## src/rtl/transfer_handler_pkg.sv

```systemverilog
// Shared types and constants for the AHB-Lite read-burst sequencer.
// Covers transfer and burst encodings, FSM states and the beat-count lookup.
package transfer_handler_pkg;

  typedef enum logic [1:0] {
    IDLE   = 2'd0,
    BUSY   = 2'd1,
    NONSEQ = 2'd2,
    SEQ    = 2'd3
  } trans_t;

  typedef enum logic [2:0] {
    SINGLE = 3'd0,
    INCR   = 3'd1,
    WRAP4  = 3'd2,
    INCR4  = 3'd3,
    WRAP8  = 3'd4,
    INCR8  = 3'd5,
    WRAP16 = 3'd6,
    INCR16 = 3'd7
  } burst_t;

  typedef enum logic [1:0] {
    S_IDLE      = 2'd0,
    S_ADDR      = 2'd1,
    S_LAST_DATA = 2'd2
  } state_t;

  localparam int BEAT_BYTES = 4;
  localparam int BEATS_W    = 5;

  // Undefined-length INCR is issued as a single beat.
  function automatic logic [BEATS_W-1:0] burst_beats(input burst_t b);
    case (b)
      WRAP4, INCR4:   burst_beats = BEATS_W'(4);
      WRAP8, INCR8:   burst_beats = BEATS_W'(8);
      WRAP16, INCR16: burst_beats = BEATS_W'(16);
      default:        burst_beats = BEATS_W'(1);
    endcase
  endfunction

endpackage

```

## src/rtl/transfer_handler_if.sv

```systemverilog
// Cache-side request / AHB slave-side signal bundle for transfer_handler.
// The slave modport is the sequencer's view; fsm_state is a debug tap.
interface transfer_handler_if #(
  parameter int ADDR_W = 32,
  parameter int DATA_W = 32
);
  import transfer_handler_pkg::*;

  // Request is a single-cycle NONSEQ on htrans; bus beats complete on hready=1.
  logic [ADDR_W-1:0] addr;
  logic              hwrite;
  logic [DATA_W-1:0] hrdata;
  logic              hready;
  logic [DATA_W-1:0] hwdata;
  logic [2:0]        hburst;
  logic [1:0]        htrans;
  logic [ADDR_W-1:0] read_addr;
  logic [DATA_W-1:0] read_data;
  logic [1:0]        trans_out;
  state_t            fsm_state;

  modport slave (
    input  addr, hwrite, hrdata, hready, hwdata, hburst, htrans,
    output read_addr, read_data, trans_out, fsm_state
  );

  modport master (
    output addr, hwrite, hrdata, hready, hwdata, hburst, htrans,
    input  read_addr, read_data, trans_out, fsm_state
  );

endinterface

```

## src/rtl/transfer_handler_burst_addr_gen.sv

```systemverilog
// Next-beat address and burst length for fixed 4-byte beats.
// Wrapping bursts stay inside their 16/32/64-byte aligned block.
module burst_addr_gen
  import transfer_handler_pkg::*;
#(
  parameter int ADDR_W = 32
) (
  input  logic [ADDR_W-1:0]  cur_addr,
  input  burst_t             burst,
  output logic [ADDR_W-1:0]  next_addr,
  output logic [BEATS_W-1:0] beats
);

  logic [ADDR_W-1:0] inc_addr;
  logic [ADDR_W-1:0] wrap_mask;

  always_comb begin
    inc_addr = cur_addr + ADDR_W'(BEAT_BYTES);
    case (burst)
      WRAP4:   wrap_mask = ADDR_W'(15);
      WRAP8:   wrap_mask = ADDR_W'(31);
      WRAP16:  wrap_mask = ADDR_W'(63);
      default: wrap_mask = '0;
    endcase
    // An all-zero mask means a plain incrementing burst.
    if (wrap_mask == '0) begin
      next_addr = inc_addr;
    end else begin
      next_addr = (cur_addr & ~wrap_mask) | (inc_addr & wrap_mask);
    end
    beats = burst_beats(burst);
  end

endmodule

```

## src/rtl/transfer_handler.sv

```systemverilog
// AHB-Lite burst sequencer: turns one NONSEQ request into the full address-phase
// sequence and captures read data at the end of every completed data phase.
module transfer_handler
  import transfer_handler_pkg::*;
#(
  parameter int ADDR_W = 32,
  parameter int DATA_W = 32
) (
  input logic               clk,
  input logic               rstn,
  transfer_handler_if.slave bus
);

  state_t               state_q, state_d;
  logic [ADDR_W-1:0]    addr_q, addr_d;
  trans_t               trans_q, trans_d;
  logic [DATA_W-1:0]    data_q, data_d;
  burst_t               burst_q, burst_d;
  logic                 write_q, write_d;
  logic [BEATS_W-1:0]   beats_q, beats_d;
  logic                 data_pend_q, data_pend_d;

  burst_t               gen_burst;
  logic [ADDR_W-1:0]    gen_next;
  logic [BEATS_W-1:0]   gen_beats;
  logic                 hwdata_unused;

  assign hwdata_unused = ^bus.hwdata;

  // Beat count is only needed in S_IDLE (from the live request); the next
  // address is only needed afterwards (from the latched burst type).
  assign gen_burst = (state_q == S_IDLE) ? burst_t'(bus.hburst) : burst_q;

  burst_addr_gen #(.ADDR_W(ADDR_W)) u_addr_gen (
    .cur_addr  (addr_q),
    .burst     (gen_burst),
    .next_addr (gen_next),
    .beats     (gen_beats)
  );

  always_comb begin
    state_d     = state_q;
    addr_d      = addr_q;
    trans_d     = trans_q;
    data_d      = data_q;
    burst_d     = burst_q;
    write_d     = write_q;
    beats_d     = beats_q;
    data_pend_d = data_pend_q;

    // hready ends the pending data phase and the current address phase together.
    if (data_pend_q && bus.hready) begin
      data_pend_d = 1'b0;
      if (!write_q) data_d = bus.hrdata;
    end

    case (state_q)
      S_IDLE: begin
        if (bus.htrans == NONSEQ) begin
          addr_d  = bus.addr & ~ADDR_W'(3);
          burst_d = burst_t'(bus.hburst);
          write_d = bus.hwrite;
          beats_d = gen_beats;
          trans_d = NONSEQ;
          state_d = S_ADDR;
        end
      end
      S_ADDR: begin
        if (bus.hready) begin
          data_pend_d = 1'b1;
          if (beats_q == BEATS_W'(1)) begin
            trans_d = IDLE;
            state_d = S_LAST_DATA;
          end else begin
            addr_d  = gen_next;
            trans_d = SEQ;
            beats_d = beats_q - BEATS_W'(1);
          end
        end
      end
      S_LAST_DATA: begin
        if (bus.hready) state_d = S_IDLE;
      end
      default: state_d = S_IDLE;
    endcase
  end

  always_ff @(posedge clk or negedge rstn) begin
    if (!rstn) begin
      state_q     <= S_IDLE;
      addr_q      <= '0;
      trans_q     <= IDLE;
      data_q      <= '0;
      burst_q     <= SINGLE;
      write_q     <= 1'b0;
      beats_q     <= '0;
      data_pend_q <= 1'b0;
    end else begin
      state_q     <= state_d;
      addr_q      <= addr_d;
      trans_q     <= trans_d;
      data_q      <= data_d;
      burst_q     <= burst_d;
      write_q     <= write_d;
      beats_q     <= beats_d;
      data_pend_q <= data_pend_d;
    end
  end

  assign bus.read_addr = addr_q;
  assign bus.read_data = data_q;
  assign bus.trans_out = trans_q;
  assign bus.fsm_state = state_q;

endmodule

```

## src/flat_wrapper.sv

```systemverilog
// flat-port wrapper written by rule: the top's interface ports become plain ports
module transfer_handler_flat import transfer_handler_pkg::*;
#(
  parameter int ADDR_W = 32,
  parameter int DATA_W = 32
)
  (clk, rstn, bus_addr, bus_hwrite, bus_hrdata, bus_hready, bus_hwdata, bus_hburst, bus_htrans, bus_read_addr, bus_read_data, bus_trans_out, bus_fsm_state);
  transfer_handler_if #(.ADDR_W(ADDR_W), .DATA_W(DATA_W)) bus_i ();
  input logic clk;
  input logic rstn;
  input wire logic [$bits(bus_i.addr)-1:0] bus_addr;
  input wire logic [$bits(bus_i.hwrite)-1:0] bus_hwrite;
  input wire logic [$bits(bus_i.hrdata)-1:0] bus_hrdata;
  input wire logic [$bits(bus_i.hready)-1:0] bus_hready;
  input wire logic [$bits(bus_i.hwdata)-1:0] bus_hwdata;
  input wire logic [$bits(bus_i.hburst)-1:0] bus_hburst;
  input wire logic [$bits(bus_i.htrans)-1:0] bus_htrans;
  output wire logic [$bits(bus_i.read_addr)-1:0] bus_read_addr;
  output wire logic [$bits(bus_i.read_data)-1:0] bus_read_data;
  output wire logic [$bits(bus_i.trans_out)-1:0] bus_trans_out;
  output wire logic [$bits(bus_i.fsm_state)-1:0] bus_fsm_state;
  assign bus_i.addr = bus_addr;
  assign bus_i.hwrite = bus_hwrite;
  assign bus_i.hrdata = bus_hrdata;
  assign bus_i.hready = bus_hready;
  assign bus_i.hwdata = bus_hwdata;
  assign bus_i.hburst = bus_hburst;
  assign bus_i.htrans = bus_htrans;
  assign bus_read_addr = bus_i.read_addr;
  assign bus_read_data = bus_i.read_data;
  assign bus_trans_out = bus_i.trans_out;
  assign bus_fsm_state = bus_i.fsm_state;
  transfer_handler #(.ADDR_W(ADDR_W), .DATA_W(DATA_W)) u_core (.clk(clk), .rstn(rstn), .bus(bus_i));
endmodule
```

## config.mk

```make
export PLATFORM = sky130hd
export DESIGN_NAME = transfer_handler_flat
export DESIGN_NICKNAME = d
export VERILOG_FILES = /design/src/rtl/transfer_handler_pkg.sv /design/src/rtl/transfer_handler_if.sv /design/src/rtl/transfer_handler_burst_addr_gen.sv /design/src/rtl/transfer_handler.sv /design/src/flat_wrapper.sv
export SDC_FILE = /design/constraint.sdc
export NUM_CORES = 1
export LEC_CHECK = 0
export CORE_MARGIN = 3
export CORE_UTILIZATION = 43
export DETAILED_ROUTE_END_ITERATION = 7
export PLACE_DENSITY = 0.85
export SKIP_CTS_REPAIR_TIMING = 1
export SYNTH_ARGS = -nofsm -noshare
export SYNTH_HDL_FRONTEND = slang
export SYNTH_SLANG_ARGS = --single-unit
```

## constraint.sdc

```tcl
create_clock -name clk -period 3.1 [get_ports clk]
set_input_delay 0.31 -clock clk [delete_from_list [all_inputs] [get_ports clk]]
set_output_delay 0.31 -clock clk [all_outputs]
set_load 0.02 [all_outputs]
```

# Yosys cells after proc, flatten, opt, wreduce, memory -nomap -nowiden
# Index checks and enable logic that the tools add are counted.
[totals] reg_bits=78 in_bits=105 out_inout_bits=68 word_cells=66
[op_classes] addsub=2 n_eq_ne=15 mux=24 bitwise=5 n_reduce_logical=12
[op_table] op="$mux 32" n=4
[op_table] op="$and 32x32->32" n=2
[op_table] op="$pmux 32 s2" n=1
[op_table] op="$add 32x3->32 const B" n=1
[op_table] op="$logic_not 32->1" n=1
[op_table] op="$not 32->32" n=1
[op_table] op="$or 32x32->32" n=1
[op_table] op="$pmux 6 s3" n=1
[op_table] op="$mux 5" n=3
[op_table] op="$pmux 5 s3" n=1
[op_table] op="$mux 2" n=7
[op_table] op="$eq 3x3->1 const B" n=4
[op_table] op="$pmux 5 s2" n=1
[op_table] op="$ne 2x2->1 const B" n=4
[op_table] op="$reduce_and 4->1" n=2
[op_table] op="$eq 3x2->1 const B" n=2
[op_table] op="$pmux 2 s3" n=1
[op_table] op="$reduce_or 2->1" n=3
[op_table] op="$eq 5x1->1 const B" n=1
[op_table] op="$sub 5x1->5 const B" n=1
[op_table] op="$eq 2x2->1 const B" n=2
[op_table] op="$pmux 2 s2" n=1
[op_table] op="$reduce_and 2->1" n=2
[op_table] op="$mux 1" n=3
[op_table] op="8 further kinds" n=8

# Logic depth before layout (Yosys ltp)
[logic_depth] word_depth=11 mapped_depth=9 depth_no_buf=7

# Modules after synthesis
# A second synthesis with hierarchy kept.
[hier_totals] cells_unflattened=362 hier_area_um2=4055.1
[modules_own_cells] mod="transfer_handler" n_inst=1 cells_each=272 area_each_um2=3405.8 seq_area_each_um2=1951.9
[modules_own_cells] mod="burst_addr_gen" n_inst=1 cells_each=90 area_each_um2=649.4 seq_area_each_um2=0.0

# Worst setup path before layout
# Ideal clock, no wire load.
[synth_path] kind="flip-flop to flip-flop" from="reg u_core.state_q[0] (netlist: u_core.bus.fsm_state[0])" to="reg u_core.addr_q[27] (netlist: u_core.bus.read_addr[27])" setup_ns=0.120 arrival_time_ns=2.180 required_time_ns=2.980 setup_slack_ns=0.800 path_stages_with_launch=7 n_path_buf=1 period_less_slack_ns=2.300 cell_sequence="dfrtp_1 or4b_4 buf_6 a222oi_1 mux2i_1 o41ai_1 a31o_1"
[synth_via] elab_chain_cells=9
[synth_rtl] element="start: declaration" line="transfer_handler.sv:14" text="state_t state_q, state_d;"
[synth_rtl] element="start signal: assignment" line="transfer_handler.sv:99" text="state_q <= state_d;"
[synth_rtl] element="$logic_not 2->1" line="transfer_handler.sv:32, transfer_handler.sv:57"
[synth_rtl] element="$mux 3" line="transfer_handler.sv:32" text="assign gen_burst = (state_q == S_IDLE) ? burst_t'(bus.hburst) : burst_q;"
[synth_rtl] element="$eq 3x3->1 / $eq 3x2->1 (equally long branches)" line="transfer_handler_burst_addr_gen.sv:19" text="case (burst)"
[synth_rtl] element="$pmux 6 s3" line="transfer_handler_burst_addr_gen.sv:19"
[synth_rtl] element="$logic_not 32->1" line="transfer_handler_burst_addr_gen.sv:26" text="if (wrap_mask == '0) begin"
[synth_rtl] element="$mux 32" line="transfer_handler_burst_addr_gen.sv:26"
[synth_rtl] element="$mux 32" line="transfer_handler.sv:71" text="if (beats_q == BEATS_W'(1)) begin"
[synth_rtl] element="$mux 32" line="transfer_handler.sv:69" text="if (bus.hready) begin"
[synth_rtl] element="$pmux 32 s2" line="transfer_handler.sv:57" text="case (state_q)"
[synth_rtl] element="end signal: assignment" line="transfer_handler.sv:100" text="addr_q <= addr_d;"
[synth_rtl] element="end: declaration" line="transfer_handler.sv:15" text="logic [ADDR_W-1:0] addr_q, addr_d;"
# Several ways; a longest one is shown, not always the timed one. The select of a mux whose other input is x is not followed.
# A chain may end at the register's enable or synchronous reset.

# Worst setup path in the final report
# Ends and elaborated chain as after synthesis.

==> impl_summary.log <==
INFO  metric max_cap_viol_count = 0
INFO  metric multiInputGateArea = 1960 um^2
INFO  metric finalWeightedCongestion = 0.833
INFO  metric synth_fp_nets = 524
INFO  metric postSynthCellCount = 416
INFO  metric synth_xor_area_share = 0%
INFO  metric timing.fmax = slightly below 0.4 GHz
INFO  metric ir_worst_vdd = between 0.4 and 0.5 mV
INFO  metric place.detailed.hpwl = roughly 8300 um
INFO  metric crit_reg_reg_endpoint = u_core.bus.read_addr[27]
INFO  metric grt_remaining_overflow = 0
INFO  metric synth.cell_area = about 4000 um^2
INFO  metric endpoints_failing_setup = 0
INFO  metric intPower = about 3.4 mW
INFO  metric cts.sink_count = 78
INFO  metric synth-simple-area-share = 19.3%
INFO  metric clock_buffers_created_by_tritoncts = 9
INFO  metric slew_headroom = between 30% and 40%
INFO  metric worst-slew-pin-transition = 0.997 ns
INFO  metric fp-row-count = 34
INFO  metric combinational_family_with_the_most_area_after_synthesis = simple AND/OR/NAND/NOR gates
INFO  metric grt_setup_unrepaired = no
INFO  metric synth_flop_cell = sky130_fd_sc_hd__dfrtp_1
INFO  metric share_of_layout_cells_above_drive_strength_1 = 11.9%
INFO  metric synth.yosys.seq_area_share = ~48%
INFO  metric detailedRoute.firstIterationViolations = 239
INFO  metric ioPinCount = 173
INFO  metric ff2ff_path_depth = 6
INFO  metric critPathMaxFanout = 23
INFO  metric synth.area.mux_share = 9.68%
INFO  metric total_leakage_power = about 2.3 nW
INFO  metric syn_area_per_cell = 9.72 um^2
INFO  metric initial_antenna_violation_count = 0
INFO  metric pwr-share-seq = 33.2%
INFO  metric postLayoutCellArea = 5750 um^2
INFO  metric path_class = flip-flop to flip-flop
INFO  metric critical_path_start_type = flip-flop
INFO  metric p_comb_share = a little over half
INFO  metric power.total = 5.91 mW
INFO  metric routed_via_density = 5.85
INFO  metric final_common_cell = sky130_fd_sc_hd__clkdlybuf4s50_1
INFO  metric commonest_non_fill_non_tap_cells_in_the_layout = sky130_fd_sc_hd__clkdlybuf4s50_1 (137), sky130_fd_sc_hd__dfrtp_1 (78), sky130_fd_sc_hd__nand2_1 (46), sky130_fd_sc_hd__mux2_2 (33), sky130_fd_sc_hd__o21ai_0 (26)
INFO  metric placed_cell_area = 5540 um^2
INFO  metric nFillCells = 730
INFO  metric r2r_start = u_core.bus.fsm_state[0]
INFO  metric ys_async_sr_fraction = 100%
INFO  metric die_y = 103 um
INFO  metric antenna-diode-count = 0
INFO  metric critPathCaptureType = flip-flop
INFO  metric ant_nets = 0
INFO  metric placement.io_buffers = 138
INFO  metric tritoncts = yes
INFO  metric grt_first_pass_wirelength = 17,800 um
INFO  metric register_area = 1950 um^2
INFO  metric endpoint = u_core.bus.read_addr[27]
INFO  metric tns = 0 ns
INFO  metric clk_pin_slew = around 0.090 ns
INFO  metric initial_core_util = 45.3%
INFO  metric post-route-drc-count = 0
INFO  metric die_area = between 10,000 and 15,000 um^2
INFO  metric wl_per_cell = 17.3 um
INFO  metric required = 3.34 ns
INFO  metric max-clock-path-buffers = 2
INFO  metric netSwitchingFraction = 42.2%
INFO  metric synth_enable_flop_cells = 0
INFO  metric classification_of_the_worst_slack_hold_path = primary input to async pin
INFO  metric final.period_utilization = 81.7%
INFO  metric syn_to_layout_area_delta = 42.2%
INFO  metric finClkSkew = 0.0121 ns
INFO  metric run_status = completed
INFO  metric root_buffer = sky130_fd_sc_hd__clkbuf_8
INFO  metric final-hold-violation-count = 0
INFO  metric largest_net_degree_at_the_start_of_global_routing = 79
INFO  metric first_global_vias = around 3,500
INFO  metric drt_pass1_iterations = 5
INFO  metric power-per-cell-area = 1030 nW/um^2
INFO  metric number_of_nets_in_the_layout = 657
INFO  metric power.clock.fraction = 13.4%
INFO  metric dr_total_vias = 3,875
INFO  metric synthDistinctLibCells = 53
INFO  metric drt_wl_total = 11,400 um
INFO  metric critPathLaunch = u_core.bus.fsm_state[0]
INFO  metric yosysWarningCount = 0
INFO  metric worst_slack = 0.567 ns
INFO  metric die_x = ~100 um
INFO  metric place_ws = 0.452 ns
INFO  metric finalCriticalPeriod = 2.53 ns
INFO  metric synth_fa_ha_area_share = 0.928%
INFO  metric synth_compound_area_share = 18.4%
INFO  metric timing.critical_path.arrival = 2.78 ns
INFO  metric yosys_register_bits = 78
INFO  metric overall_global_routing_resource_usage = 21.5%
INFO  metric core_area = between 8000 and 9000 um^2
INFO  metric power.switching = 2.49 mW
INFO  metric finalMaxSlewViolations = 0
INFO  metric number_of_levels_the_h_tree_was_split_into = 3
INFO  metric insertion_delay = 0.35 ns
INFO  metric reg2reg_slack = 0.57 ns
==> how the worst min path moves through the flow <==
| stage | to | slack (ns) |
|---|---|---|
| floorplan | async pin | 0.01 |
| global placement | u_core.write_q | 0.45 |
| detailed placement | u_core.write_q | 0.47 |
| CTS | u_core.bus.read_data[18] | 0.15 |
| global route | u_core.bus.read_data[11] | 0.21 |
| finish | u_core.bus.read_data[14] | 0.12 |
==> sequential cells by signal, indices dropped and copies added, names as in the netlist, named ones only <==
register	cells
u_core.beats_q	5
u_core.burst_q	3
u_core.bus.fsm_state	2
u_core.bus.read_addr	30
u_core.bus.read_data	32
u_core.bus.trans_out	2
u_core.write_q	1
==> final cells by class <==
type,instances,share of cell area [%]
flip-flops and latches,78,33.9
multi-input cells,306,34.1
clock inverters,6,1.22
repair buffers,147,25.6
clock buffers,10,2.39
inverters,7,0.457
well taps,108,2.35
==> stage by stage <==
step	hold slack, ns	util [%]	std cells
after floorplan	0.0144	-	416
after global placement	0.451	62.0	646
after detailed placement	0.467	62.0	646
after CTS	0.152	64.4	662
after global routing	0.210	64.4	662
final	0.116	64.4	662
==> kinds of logic (layout without fill, tap and decap cells) <==
group,Yosys count,after routing
DFF,78,78
AOI/OAI and AO/OA,114,114
buffers and inverters,32,170
muxes,35,35
adders and majority gates,3,3
and+or+nand+nor,154,154
==> power groups by stage <==
stage | clock network (mW) | registers [mW] | logic (mW)
floorplan | 0 | 2.35 | 1.38
global placement | 0 | 1.94 | 3.08
detailed placement | 0 | 1.98 | 3.16
CTS | 0.809 | 1.95 | 3.17
global route | 0.857 | 2.04 | 3.41
finish | 0.791 | 1.96 | 3.15
==> critical path: stages, from the launching register on <==
cell and delay, ns:
sky130_fd_sc_hd__dfrtp_1 0.53, sky130_fd_sc_hd__or4b_4 0.68, sky130_fd_sc_hd__a222oi_1 0.51, sky130_fd_sc_hd__buf_12 0.23, sky130_fd_sc_hd__mux2i_1 0.19, sky130_fd_sc_hd__o41ai_1 0.08, sky130_fd_sc_hd__a31o_1 0.19
==> metal layers <==
layer / share of wire (%) / GRT usage [%]
met2: 46 / 33.6
met4: 1.8 / 7.97
met3: 8.1 / 4.06
met5: 0 / 0
met1: 44 / 29.7
==> Yosys cell counts, types with 4 or more instances <==
library cell                instances  area (um^2)
sky130_fd_sc_hd__dfrtp_1           78         1950
sky130_fd_sc_hd__nand2_1           46          173
sky130_fd_sc_hd__mux2_2            33          372
sky130_fd_sc_hd__o21ai_0           26          130
sky130_fd_sc_hd__nand3_1           22          110
sky130_fd_sc_hd__nor2_1            22         82.6
sky130_fd_sc_hd__clkbuf_1          19         71.3
sky130_fd_sc_hd__a21oi_1           15         75.1
sky130_fd_sc_hd__o21ai_1           14         70.1
sky130_fd_sc_hd__nor3_1             9         45.0
sky130_fd_sc_hd__a22o_1             8         70.1
sky130_fd_sc_hd__nor4_1             8         50.1
sky130_fd_sc_hd__a22oi_1            7         52.6
sky130_fd_sc_hd__and3_1             7         43.8
sky130_fd_sc_hd__inv_1              7         26.3
sky130_fd_sc_hd__nand2b_1           7         43.8
sky130_fd_sc_hd__nand4_1            7         43.8
sky130_fd_sc_hd__a31oi_1            5         31.3
sky130_fd_sc_hd__o2bb2ai_1          5         43.8
sky130_fd_sc_hd__o31ai_1            5         37.5
sky130_fd_sc_hd__and2_1             4         25.0
sky130_fd_sc_hd__nor2b_1            4         25.0
sky130_fd_sc_hd__o211ai_1           4         30.0
sky130_fd_sc_hd__o22ai_1            4         25.0
sky130_fd_sc_hd__or2_2              4         25.0
Note: power is estimated with default switching activity, not from simulation.
